[config.mk]
export PLATFORM = sky130hd
export DESIGN_NAME = line_buffer_ctrl
export DESIGN_NICKNAME = d
export VERILOG_FILES = /design/src/rtl/line_buffer_ctrl.sv
export SDC_FILE = /design/constraint.sdc
export NUM_CORES = 1
export LEC_CHECK = 0
export BUFFER_PORTS_ARGS = -buffer_cell sky130_fd_sc_hd__buf_4
export CORE_ASPECT_RATIO = 1.1
export CORE_MARGIN = 2
export CORE_UTILIZATION = 57
export CTS_BUF_LIST = sky130_fd_sc_hd__clkbuf_16
export DETAILED_ROUTE_END_ITERATION = 8
export HOLD_SLACK_MARGIN = 0.12
export PLACE_DENSITY = 0.92
export SLEW_MARGIN = 20
export SYNTH_ARGS = -nofsm -noshare
export SYNTH_HDL_FRONTEND = slang
export SYNTH_SLANG_ARGS = --single-unit
[constraint.sdc]
create_clock -name clk -period 5.7 [get_ports clk]
set_input_delay 0 -clock clk [delete_from_list [all_inputs] [get_ports clk]]
set_output_delay 0 -clock clk [all_outputs]
set_load 0.05 [all_outputs]
[src/rtl/line_buffer_ctrl.sv]
// Line buffer controller: round-robin line writes into four buffers and
// parallel three-line reads that form a registered 3x3 window stream.
module line_buffer_ctrl #(
    parameter int IMAGE_WIDTH = 512,
    parameter int IW_BIT_NUM  = 9,
    parameter int FILL_BITS   = IW_BIT_NUM + 3
) (
    input  logic        clk,
    input  logic        reset,
    input  logic [7:0]  in_pixel,
    input  logic        in_pixel_valid,
    output logic [7:0]  lb_wr_pixel,
    output logic [3:0]  lb_wr_valid,
    input  logic [95:0] lb_rd_data,
    output logic [3:0]  lb_rd_en,
    output logic [71:0] out_window,
    output logic        out_window_valid,
    output logic        line_done_intr
);

    typedef enum logic {
        IDLE,
        READ
    } state_t;

    localparam logic [IW_BIT_NUM-1:0] CNT_LAST = IW_BIT_NUM'(IMAGE_WIDTH - 1);
    localparam logic [FILL_BITS-1:0]  FILL_THR = FILL_BITS'(3 * IMAGE_WIDTH);

    state_t                state_q, state_d;
    logic [IW_BIT_NUM-1:0] wr_cnt_q, wr_cnt_d;
    logic [1:0]            wr_sel_q, wr_sel_d;
    logic [IW_BIT_NUM-1:0] rd_cnt_q, rd_cnt_d;
    logic [1:0]            rd_sel_q, rd_sel_d;
    logic [FILL_BITS-1:0]  fill_q, fill_d;
    logic [71:0]           win_q, win_d;
    logic                  win_valid_q, win_valid_d;
    logic                  intr_q, intr_d;

    logic [23:0] buf_data [4];
    logic [1:0]  sel1, sel2;
    logic        rd_active;

    assign sel1      = rd_sel_q + 2'd1;
    assign sel2      = rd_sel_q + 2'd2;
    assign rd_active = (state_q == READ);

    assign lb_wr_pixel      = in_pixel;
    assign lb_wr_valid      = in_pixel_valid ? (4'b0001 << wr_sel_q) : 4'b0000;
    assign out_window       = win_q;
    assign out_window_valid = win_valid_q;
    assign line_done_intr   = intr_q;

    always_comb begin
        for (int i = 0; i < 4; i++) begin
            buf_data[i] = lb_rd_data[24*i +: 24];
        end
    end

    always_comb begin
        wr_cnt_d = wr_cnt_q;
        wr_sel_d = wr_sel_q;
        if (in_pixel_valid) begin
            if (wr_cnt_q == CNT_LAST) begin
                wr_cnt_d = '0;
                wr_sel_d = wr_sel_q + 2'd1;
            end else begin
                wr_cnt_d = wr_cnt_q + IW_BIT_NUM'(1);
            end
        end
    end

    // Simultaneous write and read cancel out, so fill only moves on one-sided cycles.
    always_comb begin
        fill_d = fill_q;
        unique case ({in_pixel_valid, rd_active})
            2'b10:   fill_d = fill_q + FILL_BITS'(1);
            2'b01:   fill_d = fill_q - FILL_BITS'(1);
            default: fill_d = fill_q;
        endcase
    end

    always_comb begin
        state_d     = state_q;
        rd_cnt_d    = rd_cnt_q;
        rd_sel_d    = rd_sel_q;
        win_d       = win_q;
        win_valid_d = 1'b0;
        intr_d      = 1'b0;
        lb_rd_en    = 4'b0000;
        unique case (state_q)
            IDLE: begin
                if (fill_q >= FILL_THR) begin
                    state_d = READ;
                end
            end
            READ: begin
                lb_rd_en    = (4'b0001 << rd_sel_q) | (4'b0001 << sel1)
                            | (4'b0001 << sel2);
                win_d       = {buf_data[rd_sel_q], buf_data[sel1], buf_data[sel2]};
                win_valid_d = 1'b1;
                rd_cnt_d    = rd_cnt_q + IW_BIT_NUM'(1);
                if (rd_cnt_q == CNT_LAST) begin
                    rd_cnt_d = '0;
                    rd_sel_d = rd_sel_q + 2'd1;
                    intr_d   = 1'b1;
                    state_d  = IDLE;
                end
            end
            default: state_d = IDLE;
        endcase
    end

    always_ff @(posedge clk) begin
        if (reset) begin
            state_q     <= IDLE;
            wr_cnt_q    <= '0;
            wr_sel_q    <= '0;
            rd_cnt_q    <= '0;
            rd_sel_q    <= '0;
            fill_q      <= '0;
            win_q       <= '0;
            win_valid_q <= 1'b0;
            intr_q      <= 1'b0;
        end else begin
            state_q     <= state_d;
            wr_cnt_q    <= wr_cnt_d;
            wr_sel_q    <= wr_sel_d;
            rd_cnt_q    <= rd_cnt_d;
            rd_sel_q    <= rd_sel_d;
            fill_q      <= fill_d;
            win_q       <= win_d;
            win_valid_q <= win_valid_d;
            intr_q      <= intr_d;
        end
    end

endmodule

Word-level counts from Yosys, hierarchy flattened
Index checks and enable logic that the tools add are counted.
{ "totals": {"register_bits": 109, "inputBits": 107, "out_inout_bits": 90, "wordCells": 57} }
{ "classes": {"add_sub_neg": 7, "magnitude_cmp": 4, "eq_ne": 4, "n_shift": 4, "mux": 19, "bitwise_logic": 6, "reduce_logical": 4} }
{ "op_table": {"columns": ["op", "count"], "rows": [
  ["24-bit binary-select mux with 2-bit select", 3],
  ["24-bit two-way mux", 6],
  ["12-bit case mux with 2 select lines", 1],
  ["9-bit by 1-bit adder with 9-bit output (second input constant)", 2],
  ["9-bit equality test (second input constant)", 2],
  ["9-bit two-way mux", 2],
  ["1-bit by 2-bit left shift with 4-bit output (first input constant)", 4],
  ["12-bit by 1-bit adder with 12-bit output (second input constant)", 1],
  ["12-bit by 11-bit >= comparator with 1-bit output (second input constant)", 1],
  ["12-bit by 1-bit subtractor with 12-bit output (second input constant)", 1],
  ["3-bit >= comparator (second input constant)", 3],
  ["2-bit inverter with 3-bit output", 3],
  ["4-bit two-way mux", 2],
  ["4-bit bitwise OR", 2],
  ["2-bit by 1-bit adder with 2-bit output (second input constant)", 2],
  ["1-bit two-way mux", 4],
  ["2-bit AND reduction", 2],
  ["2-bit adder (second input constant)", 1],
  ["2-bit by 1-bit equality test with 1-bit output (second input constant)", 1],
  ["2-bit equality test (second input constant)", 1],
  ["1-bit case mux with 2 select lines", 1],
  ["2-bit nonzero test", 1],
  ["2-bit OR reduction", 1],
  ["1-bit inverter", 1]
]} }

Longest topological paths before layout
Gate-level depths: netlist of run 1.
{ "logic_depth": {"ltp_word": 5, "depth_mapped": 14, "ltp_nobuf": 9} }

Worst setup path after synthesis of run 1
Ideal clock, no wire load.
{ "synth_path": {"path_kind": "input port to flip-flop", "startpoint": "in in_pixel_valid", "endpoint": "reg fill_q[4]", "setup_ns": 0.121, "arrival_time_ns": 2.663, "required_ns": 5.579, "path_slack_ns": 2.917, "stages": 14, "n_path_buf": 5, "cell_sequence": "clkbuf_1 -> inv_1 -> ha_1 -> buf_2 -> buf_2 -> buf_2 -> buf_2 -> xor2_1 -> ha_1 -> or3_1 -> a21oi_2 -> o21ai_0 -> a21oi_1 -> mux2_2"} }
{ "synth_via": {"elab_chain_cells": 2, "word_cells_on_any_way": 4, "classes_between": "2 x eq/ne; 1 x mux; 1 x reduce/logical"} }
{ "synth_lines": {"columns": ["element", "line_no", "rtl"], "rows": [
  ["from (decl)", "11", "input logic in_pixel_valid,"],
  ["2-bit by 1-bit equality test with 1-bit output or 2-bit equality test (tied branches)", "75", "unique case ({in_pixel_valid, rd_active})"],
  ["12-bit case mux with 2 select lines or 2-bit nonzero test (tied branches)", null, null],
  ["to (signal assigned)", "130", "fill_q <= fill_d;"],
  ["to (decl)", "34", "logic [FILL_BITS-1:0] fill_q, fill_d;"]
]} }
Parallel ways exist; a longest one is shown, timed or not.
A chain may end at the register's enable or synchronous reset.

Worst setup path in the final report of run 1
{ "layout_path": {"startpoint": "reg state_q, in the netlist rd_active", "endpoint": "reg fill_q[4]"} }
{ "layout_via": {"elab_chain_cells": 2, "word_cells_on_any_way": 4, "classes_between": "2 x eq/ne; 1 x mux; 1 x reduce/logical"} }
{ "layout_lines": {"columns": ["element", "line_no", "rtl"], "rows": [
  ["from (decl)", "29", "state_t state_q, state_d;"],
  ["from (signal assigned)", "125", "state_q <= state_d;"],
  ["2-bit by 1-bit equality test with 1-bit output or 2-bit equality test (tied branches)", "75", null],
  ["12-bit case mux with 2 select lines or 2-bit nonzero test (tied branches)", null, null]
]} }
Parallel ways exist; a longest one is shown, timed or not.

==> results of run 1 <==
==> synthesized netlist by cell type, types with 5 or more instances <==
cell type,instances
dfxtp_1,109
nor2_1,101
mux2i_1,76
mux4_2,72
clkbuf_1,24
buf_2,21
nand2_1,20
ha_1,15
a21oi_1,14
o21ai_0,13
xor2_1,12
or3_1,11
buf_1,10
nand3_1,10
nor2b_1,9
buf_4,8
nand4_1,7
inv_1,6
nor4_1,6
and3_1,5
nand3b_1,5
o211ai_1,5
xnor2_1,5
==> through the flow <==
step | total power, W | hold slack, ps
floorplan | 0.000867 | 167
global route | 0.00158 | 139
CTS | 0.00154 | 121
finish | 0.00154 | 123
global placement | 0.000920 | 0.370
detailed placement | 0.000930 | 0.370
==> layout make-up <==
cell class,count,area [sq um],share of cell area
inverters,7,26.3,0.00317
multi-input cells,443,4130,0.498
clock inverters,5,33.8,0.00408
clock buffers,10,250,0.0302
well taps,150,188,0.0226
repair buffers,193,1470,0.178
flip-flops and latches,109,2190,0.264
==> worst paths after layout <==
kind | start | end | slack (ps) | depth (start not counted)
setup / recovery | rd_active | fill_q[4] | 2290 | 8
hold reg to reg | wr_sel_q[1] | wr_sel_q[1] | 500 | 2
setup reg to reg | rd_active | fill_q[4] | 2290 | 8
hold / removal | lb_rd_data[65] | out_window[65] | 120 | 4
==> sequential cells by signal (all words and copies together) (netlist names) <==
register and flops:
wr_cnt_q 9, out_window 72, line_done_intr 1, rd_active 1
fill_q 12, rd_sel_q 2, wr_sel_q 2, out_window_valid 1
rd_cnt_q 9
==> cells by family after synthesis <==
logic type,Yosys count,share of synthesized area
flops,109,0.329
buf+inv,70,0.0481
fa+ha+maj,15,0.0283
simple gates,199,0.146
xor+xnor,17,0.0225
compound gates,63,0.0649
mux,149,0.361
==> layout by cell type, fill, tap and decap left out, types with 3 or more instances in the layout <==
master,instances
nand3_1,10
dlygate4sd3_1,9
nor2_1,101
nor4_1,6
a21oi_1,14
inv_1,6
ha_1,15
o21a_1,4
mux4_2,72
clkinvlp_4,3
nand4_1,7
clkbuf_16,10
nand2_1,20
nand2b_1,3
dfxtp_1,106
and3_1,5
nand3b_1,5
and4b_1,3
mux2i_1,76
xnor2_1,5
o2111ai_1,3
xor2_1,12
or4_1,4
nor2b_1,9
nor3b_1,3
o211ai_1,5
o21ai_0,13
o31a_1,4
and2_1,4
or3_1,11
buf_4,184
==> power by group through the flow <==
| stage | Combinational [W] | Clock [W] | Sequential [W] |
|---|---|---|---|
| after floorplan | 0.0000838 | 0 | 0.000783 |
| after global placement | 0.000136 | 0 | 0.000784 |
| after detailed placement | 0.000146 | 0 | 0.000785 |
| after CTS | 0.000163 | 0.000612 | 0.000767 |
| after global routing | 0.000174 | 0.000640 | 0.000767 |
| final | 0.000165 | 0.000607 | 0.000767 |
==> timing repair <==
item                                   CTS  global route
endpoints found under the hold margin   13             0
buffers inserted                         0             0
resized for setup                        0             0
hold buffers                             9             0
==> worst max-delay path, stage by stage (launching register included) <==
cell      delay (ps)
dfxtp_4          590
ha_1             970
xor2_1           200
ha_1             220
a21boi_0         210
o22ai_1          210
or3_1            390
a21oi_1          170
mux2_2           350
==> layer usage <==
layer / part of all wire / GRT usage / vias to the layer above
li1: - / - / 2583
met1: 0.35 / 0.321 / 2810
met2: 0.53 / 0.515 / 316
met3: 0.083 / 0.0748 / 58
met4: 0.032 / 0.120 / 0
met5: 0 / 0 / -
==> impl_metrics.csv, run 1 <==
group,metric,value,unit
run_status,status,"complete, no violations",
cells_and_area,n_antenna_cell,0,
setup_path,start_kind,"flip-flop",
die,pin_count,197,
routing,vias,5767,
setup_path,worstSetupEndpointType,"flip-flop",
die,die_width,107,um
cells_and_area,syn2layout_area_growth,25.0,%
timing,hold_viol,0,
timing,fin_crit_sh,0.598,
cells_and_area,fillCellCount,751,
cells_and_area,final_util,0.728,
worst_hold_path,min_path_type,"input port to flip-flop",
placed_design,placed_area,7910,sq um
global_route,grt_use_total,0.285,
power,p_sw_frac,0.238,
setup_path,cp_max_fo,37,
cells_and_area,drive_gt1_frac,0.365,
cells_and_area,finish.instance_area,8290,sq um
synthesis,ys_ff_latch,109,
global_route,grt_pass1_vias,5686,
global_route,grt.overflow.total,0,
setup_path,crit_arrival,3660,ps
die,fp-row-count,41,
setup_path,cp_data_required_time,5940,ps
placed_design,post-place-ws,2350,ps
placed_design,dpl.cell_count,893,
clocking,root_buffer,"clkbuf_16",
cells_and_area,layout.nets,885,
synthesis,avgSynthCellArea,10.7,sq um
synthesis,yosysTopAreaCell,"dfxtp_1",
cells_and_area,stdcell_count,917,
routing,via_per_inst,6.29,
synthesis,synth_nets,744,
synthesis,yosysSeqAreaShare,0.329,
timing,fmax,293,MHz
placed_design,place.port_buffers,180,
routing,drc_errors,0,
timing,tns,0,ps
power,seq_power_share,0.498,
timing,setup_viol_count_final,0,
power,clockPowerShare,0.395,
global_route,antenna_found_initial,0,
clocking,clock_latency,350,ps
clocking,htree_num_levels,3,
timing,rsz0062_at_grt,"no",
placed_design,dp_hpwl,12.7,mm
synthesis,synth_top_area_share,0.329,
die,initial_core_util,0.582,
synthesis,synth_flop_cell,"dfxtp_1",
power,combPwrFrac,0.107,
power,power_density,186,nW/um^2
routing,dr.pass1.iters,5,
synthesis,syn_inst,622,
synthesis,syn-cell-area,6630,sq um
timing,skew,6.45,ps
clocking,cts_sinks,109,
power,p_int,0.00117,W
global_route,grt_pass1_wl,28.1,mm
clocking,cts_buffers,9,
timing,worst_slew_pin_slew,1100,ps
die,coreArea,11400,sq um
synthesis,ys_types,56,
routing,antenna_left,0,
setup_path,path_class,"flip-flop to flip-flop",
die,die-height,117,um
synthesis,synth_edf_count,0,
power,ir_drop,186,uV
run,drv_cap,0,
clocking,clockBufferDepth,2,
clocking,cts_tree,"built",
timing,slew_headroom,0.267,
synthesis,synthArstFlopShare,0,
routing,drt_iter0_drc,451,
timing,worst_slack,2290,ps
routing,wl_per_cell,19.6,um
clocking,path_clk_slew,70,ps
die,die_area,12500,sq um
timing,period_minus_slack,3410,ps
global_route,grt_max_degree,106,
routing,routed_wl,18.0,mm
synthesis,synth.area.top_cells,"dfxtp_1 33%, mux4_2 24%, mux2i_1 11%",
power,netSwitchingPower,0.000367,W
power,p_leak,3.11,nW
timing,drv_slew,0,
placed_design,gp_congestion,0.834,
synthesis,synth_warnings,0,
Power figures use the tool's default switching activity.
==> run 2: changes to the inputs <==
- ABC_AREA: not set -> 1
- CORE_UTILIZATION: 57 -> 48
- PLACE_DENSITY: 0.92 -> 0.83
- clock period: 5.7 -> 3.1 ns (I/O delays scaled with it)
==> impl_metrics.csv, run 2 <==
group,metric,value,unit
power,power_density,596,nW/um^2
setup_path,cp_data_required_time,3100,ps
synthesis,synth_most_common_cell,"nand2_1",
setup_path,endpoint,"lb_rd_en[1]",
synthesis,yosysSeqAreaShare,0.325,
setup_path,crit_arrival,2460,ps
cells_and_area,layout.nets,1358,
synthesis,synth_flop_cell,"dfxtp_1",
timing,skew,6.41,ps
cells_and_area,layout_commonest_cell,"nand2_1",
synthesis,ys_ff_latch,109,
synthesis,syn_inst,1053,
die,pin_count,197,
routing,via_per_inst,5.11,
timing,fin_crit_sh,0.794,
run_status,status,"complete, no violations",
clocking,root_buffer,"clkbuf_16",
die,coreArea,13700,sq um
setup_path,r2r_setup_slack,700,ps
global_route,grt_pass1_wl,30.5,mm
cells_and_area,syn2layout_area_growth,32.3,%
timing,period_minus_slack,2460,ps
clocking,cts_sinks,109,
synthesis,synth_edf_count,0,
setup_path,start_kind,"flip-flop",
clocking,cts_tree,"built",
routing,drc_errors,0,
synthesis,ys_types,33,
routing,dr.pass1.iters,5,
timing,worst_slew_pin_slew,691,ps
timing,tns,0,ps
global_route,antenna_found_initial,0,
timing,slew_headroom,0.539,
timing,hold_viol,0,
synthesis,synth.area.top_cells,"dfxtp_1 32%, nand2_1 14%, o211ai_1 11%",
power,ir_drop,372,uV
setup_path,path_class,"flip-flop to primary output",
cells_and_area,largest_register_ffs,72,
die,fp-row-count,45,
synthesis,syn-cell-area,6720,sq um
die,die_width,117,um
routing,routed_wl,18.7,mm
timing,worst_slack,640,ps
synthesis,yosysTopAreaCell,"dfxtp_1",
routing,antenna_left,0,
global_route,grt.overflow.total,0,
global_route,grt_pass1_vias,6591,
placed_design,gp_congestion,0.876,
cells_and_area,drive_gt1_frac,0.179,
timing,fmax,406,MHz
setup_path,cp_max_fo,72,
clocking,clock_latency,350,ps
global_route,grt_max_degree,195,
cells_and_area,n_antenna_cell,0,
synthesis,synth_nets,1175,
routing,wl_per_cell,13.1,um
timing,rsz0062_at_grt,"no",
placed_design,dp_hpwl,12.6,mm
clocking,ctsResizeCount,0,
timing,drv_slew,0,
setup_path,worstSetupEndpointType,"primary output",
setup_path,reg2reg_to,"out_window[37]",
clocking,clockBufferDepth,2,
power,p_leak,4.40,nW
synthesis,synth_top_area_share,0.325,
clocking,htree_num_levels,3,
worst_hold_path,min_delay_path_depth,7,
clocking,cts_buffers,9,
setup_path,reg2reg_depth,9,
routing,drt_iter0_drc,457,
setup_path,worstReg2RegStart,"rd_sel_q[0]",
power,total_power,0.00530,W
synthesis,synthArstFlopShare,0,
synthesis,synth_common_cells,"253 x nand2_1, 182 x inv_1, 109 x dfxtp_1",
die,initial_core_util,0.489,
die,die-height,128,um
cells_and_area,fillCellCount,1209,
synthesis,avgSynthCellArea,6.38,sq um
worst_hold_path,min_path_type,"input port to flip-flop",
clocking,path_clk_slew,70,ps
routing,vias,7297,
die,die_area,15000,sq um
timing,setup_viol_count_final,0,
placed_design,place.port_buffers,180,
cells_and_area,layout_common_cells,"253 x nand2_1, 188 x buf_4, 184 x inv_1, 106 x dfxtp_1, 96 x o211ai_1",
setup_path,startpoint,"rd_active",
run,drv_cap,0,
placed_design,post-place-ws,804,ps
global_route,grt_use_total,0.253,
synthesis,synth_warnings,0,
-- run 2: cells by family after synthesis --
family | share of synthesized area
DFF | 0.325
AOI/OAI and AO/OA | 0.222
xor gates and xnor gates | 0.0104
buffers and inverters | 0.157
adders and majority gates | 0.0279
and+or+nand+nor | 0.257
-- run 2: through the flow --
| step | hold slack (ps) | utilization | area, sq um | instances |
|---|---|---|---|---|
| after floorplan | 167 | - | 6720 | 1053 |
| after global placement | 0.341 | 0.585 | 8040 | 1354 |
| after detailed placement | 0.341 | 0.585 | 8040 | 1354 |
| after CTS | 125 | 0.647 | 8890 | 1429 |
| after global routing | 171 | 0.647 | 8890 | 1429 |
| final | 129 | 0.647 | 8890 | 1429 |
-- run 2: area by class of cell --
| cell class | instances | area, sq um | area share |
|---|---|---|---|
| Clock buffer | 9 | 225 | 0.0253 |
| Clock inverter | 7 | 36.3 | 0.00408 |
| Inverter | 187 | 702 | 0.0789 |
| Multi-Input combinational cell | 681 | 3480 | 0.391 |
| Sequential cell | 109 | 2190 | 0.246 |
| Tap cell | 188 | 235 | 0.0265 |
| Timing Repair Buffer | 248 | 2020 | 0.227 |
-- run 2: worst max-delay path, stage by stage (launching register included) --
cell      delay, ps
dfxtp_4         520
buf_4           630
clkinv_1        440
nor2_1          270
buf_4           240
-- run 2: per-layer routing --
| layer | vias up | wire length [um] | global-route usage |
|---|---|---|---|
| met2 | 220 | 8690 | 0.406 |
| met4 | 0 | 493 | 0.103 |
| met1 | 3283 | 7940 | 0.314 |
| li1 | 3757 | - | - |
| met3 | 37 | 1560 | 0.0799 |
| met5 | - | 0 | 0 |
-- run 2: power by group --
| part | switching, W | internal, W |
|---|---|---|
| logic | 0.00157 | 0.000792 |
| clock network | 0.000523 | 0.000534 |
| registers | 0.000204 | 0.00168 |
| total | 0.00230 | 0.00300 |
-- run 2: how the worst min path moves through the flow --
| stage | slack (ps) | from | end |
|---|---|---|---|
| after floorplan | 170 | in_pixel[0] | lb_wr_pixel[0] |
| after global placement | 0.3 | in_pixel[4] | lb_wr_pixel[4] |
| after detailed placement | 0.3 | in_pixel[4] | lb_wr_pixel[4] |
| after CTS | 120 | lb_rd_data[92] | out_window[20] |
| after global routing | 170 | lb_rd_data[80] | out_window[8] |
| final | 130 | lb_rd_data[92] | out_window[20] |
-- run 2: what timing repair did --
action | CTS | global route
setup buffers | 0 | 0
hold endpoints to repair | 53 | 0
hold buffers | 59 | 0
==> run 3: changes to the inputs <==
- ABC_AREA: 1 -> 0
- clock period: 3.1 -> 2.15 ns (I/O delays scaled with it)
==> impl_metrics.csv, run 3 (synthesized netlist as in run 1, its figures left out) <==
group,metric,value,unit
routing,antenna_left,0,
routing,wl_per_cell,19.9,um
run,drv_cap,0,
timing,drv_slew,0,
global_route,grt.overflow.total,0,
die,die_area,14800,sq um
clocking,cts_buffers,9,
die,die_width,116,um
global_route,antenna_found_initial,0,
cells_and_area,final_util,0.664,
timing,worst_slew_pin_slew,603,ps
routing,vias,6144,
clocking,root_buffer,"clkbuf_16",
placed_design,dp_hpwl,12.3,mm
cells_and_area,layout_common_cells,"198 x buf_4, 106 x dfxtp_1, 101 x nor2_1, 76 x mux2i_1, 72 x mux4_2",
clocking,clock_latency,360,ps
die,pin_count,197,
power,combPwrFrac,0.126,
timing,slew_headroom,0.598,
worst_hold_path,min_path_type,"input port to flip-flop",
clocking,cts_sinks,109,
power,netSwitchingPower,0.00106,W
setup_path,start_kind,"flip-flop",
timing,fmax,479,MHz
setup_path,worstSetupEndpointType,"flip-flop",
routing,routed_wl,20.2,mm
routing,via_per_inst,6.04,
placed_design,post-place-ws,54.5,ps
power,clockPowerShare,0.401,
setup_path,crit_arrival,2340,ps
cells_and_area,syn2layout_area_growth,36.4,%
global_route,grtUsageMet2,0.460,
timing,worst_slack,61.0,ps
die,fp-row-count,45,
power,ir_drop,393,uV
clocking,clockBufferDepth,2,
routing,drt_iter0_drc,424,
setup_path,cp_data_required_time,2400,ps
routing,dr.pass1.iters,5,
routing,drc_errors,0,
global_route,met3_usage,0.0702,
setup_path,path_class,"flip-flop to flip-flop",
power,power_density,475,nW/um^2
power,seq_power_share,0.473,
clocking,cts_tree,"built",
run_status,status,"complete, no violations",
placed_design,place.port_buffers,180,
clocking,htree_num_levels,3,
timing,rsz0062_at_grt,"yes",
cells_and_area,layout_commonest_cell,"buf_4",
global_route,grt_pass1_wl,32.0,mm
global_route,grt_use_total,0.276,
global_route,grt_pass1_vias,6330,
power,p_sw_frac,0.246,
clocking,path_clk_slew,70,ps
timing,tns,0,ps
timing,fin_crit_sh,0.972,
timing,skew,5.56,ps
cells_and_area,largest_register_ffs,72,
power,p_leak,3.45,nW
power,p_int,0.00323,W
cells_and_area,drive_gt1_frac,0.373,
timing,setup_viol_count_final,0,
placed_design,gp_congestion,0.867,
die,initial_core_util,0.487,
die,coreArea,13600,sq um
global_route,met1_usage,0.331,
setup_path,cp_max_fo,7,
global_route,grt_max_degree,54,
die,die-height,127,um
timing,period_minus_slack,2090,ps
global_route,grt_most_used_layer,"met2",
cells_and_area,layout.nets,947,
power,total_power,0.00429,W
cells_and_area,n_antenna_cell,0,
timing,hold_viol,0,
cells_and_area,fillCellCount,976,
clocking,post-cts-setup-buffers,0,
[run 3: area by class of cell]
cell class                 instances  area (sq um)  share of cell area
clock inverter                     7          70.1             0.00775
multi-input combinational        443          4190               0.463
inverter                           7          26.3             0.00291
timing repair buffer             255          2100               0.233
sequential                       109          2190               0.242
tap                              188           235              0.0260
clock buffer                       9           225              0.0249
[run 3: timing repair]
| action | 4_1_cts | 5_1_grt |
|---|---|---|
| hold buffers | 52 | 1 |
| gates resized for setup | 0 | 9 |
| hold endpoints to repair | 36 | 1 |
| setup endpoints to repair | 0 | 42 |
[run 3: power by group through the flow]
stage	Combinational [W]	Sequential, W	Clock (W)
3_3_place_gp	0.000391	0.00208	0
3_5_place_dp	0.000405	0.00208	0
6_report	0.000542	0.00203	0.00172
5_1_grt	0.000567	0.00203	0.00179
2_1_floorplan	0.000228	0.00208	0
4_1_cts	0.000511	0.00203	0.00173
[run 3: path summary, 6_finish.rpt]
check | startpoint | end | slack [ps] | cells after the start
max reg2reg | rd_active | fill_q[4] | 60 | 8
min reg2reg | wr_cnt_q[7] | wr_cnt_q[7] | 490 | 2
max | rd_active | fill_q[4] | 60 | 8
min | in_pixel_valid | wr_cnt_q[0] | 120 | 5
[run 3: critical path, stage by stage, from the launching register on]
cell	delay, ps
dfxtp_4	360
ha_4	170
xor2_1	140
ha_2	180
or3_4	340
a21oi_4	240
o21ai_2	80
a21oi_2	140
mux2_2	330
[run 3: per-stage QoR]
step / cell area, sq um / hold WS (ps) / cells
2_1_floorplan: 6710 / 167 / 622
3_3_place_gp: 8170 / 0.341 / 949
3_5_place_dp: 8170 / 0.341 / 949
4_1_cts: 8980 / 120 / 1017
5_1_grt: 9040 / 137 / 1018
6_report: 9040 / 116 / 1018
[run 3: routing by layer]
layer,share of wire,routed length [um]
met4,0.041,832
met1,0.37,7410
met5,0,0
met2,0.50,10200
met3,0.088,1770
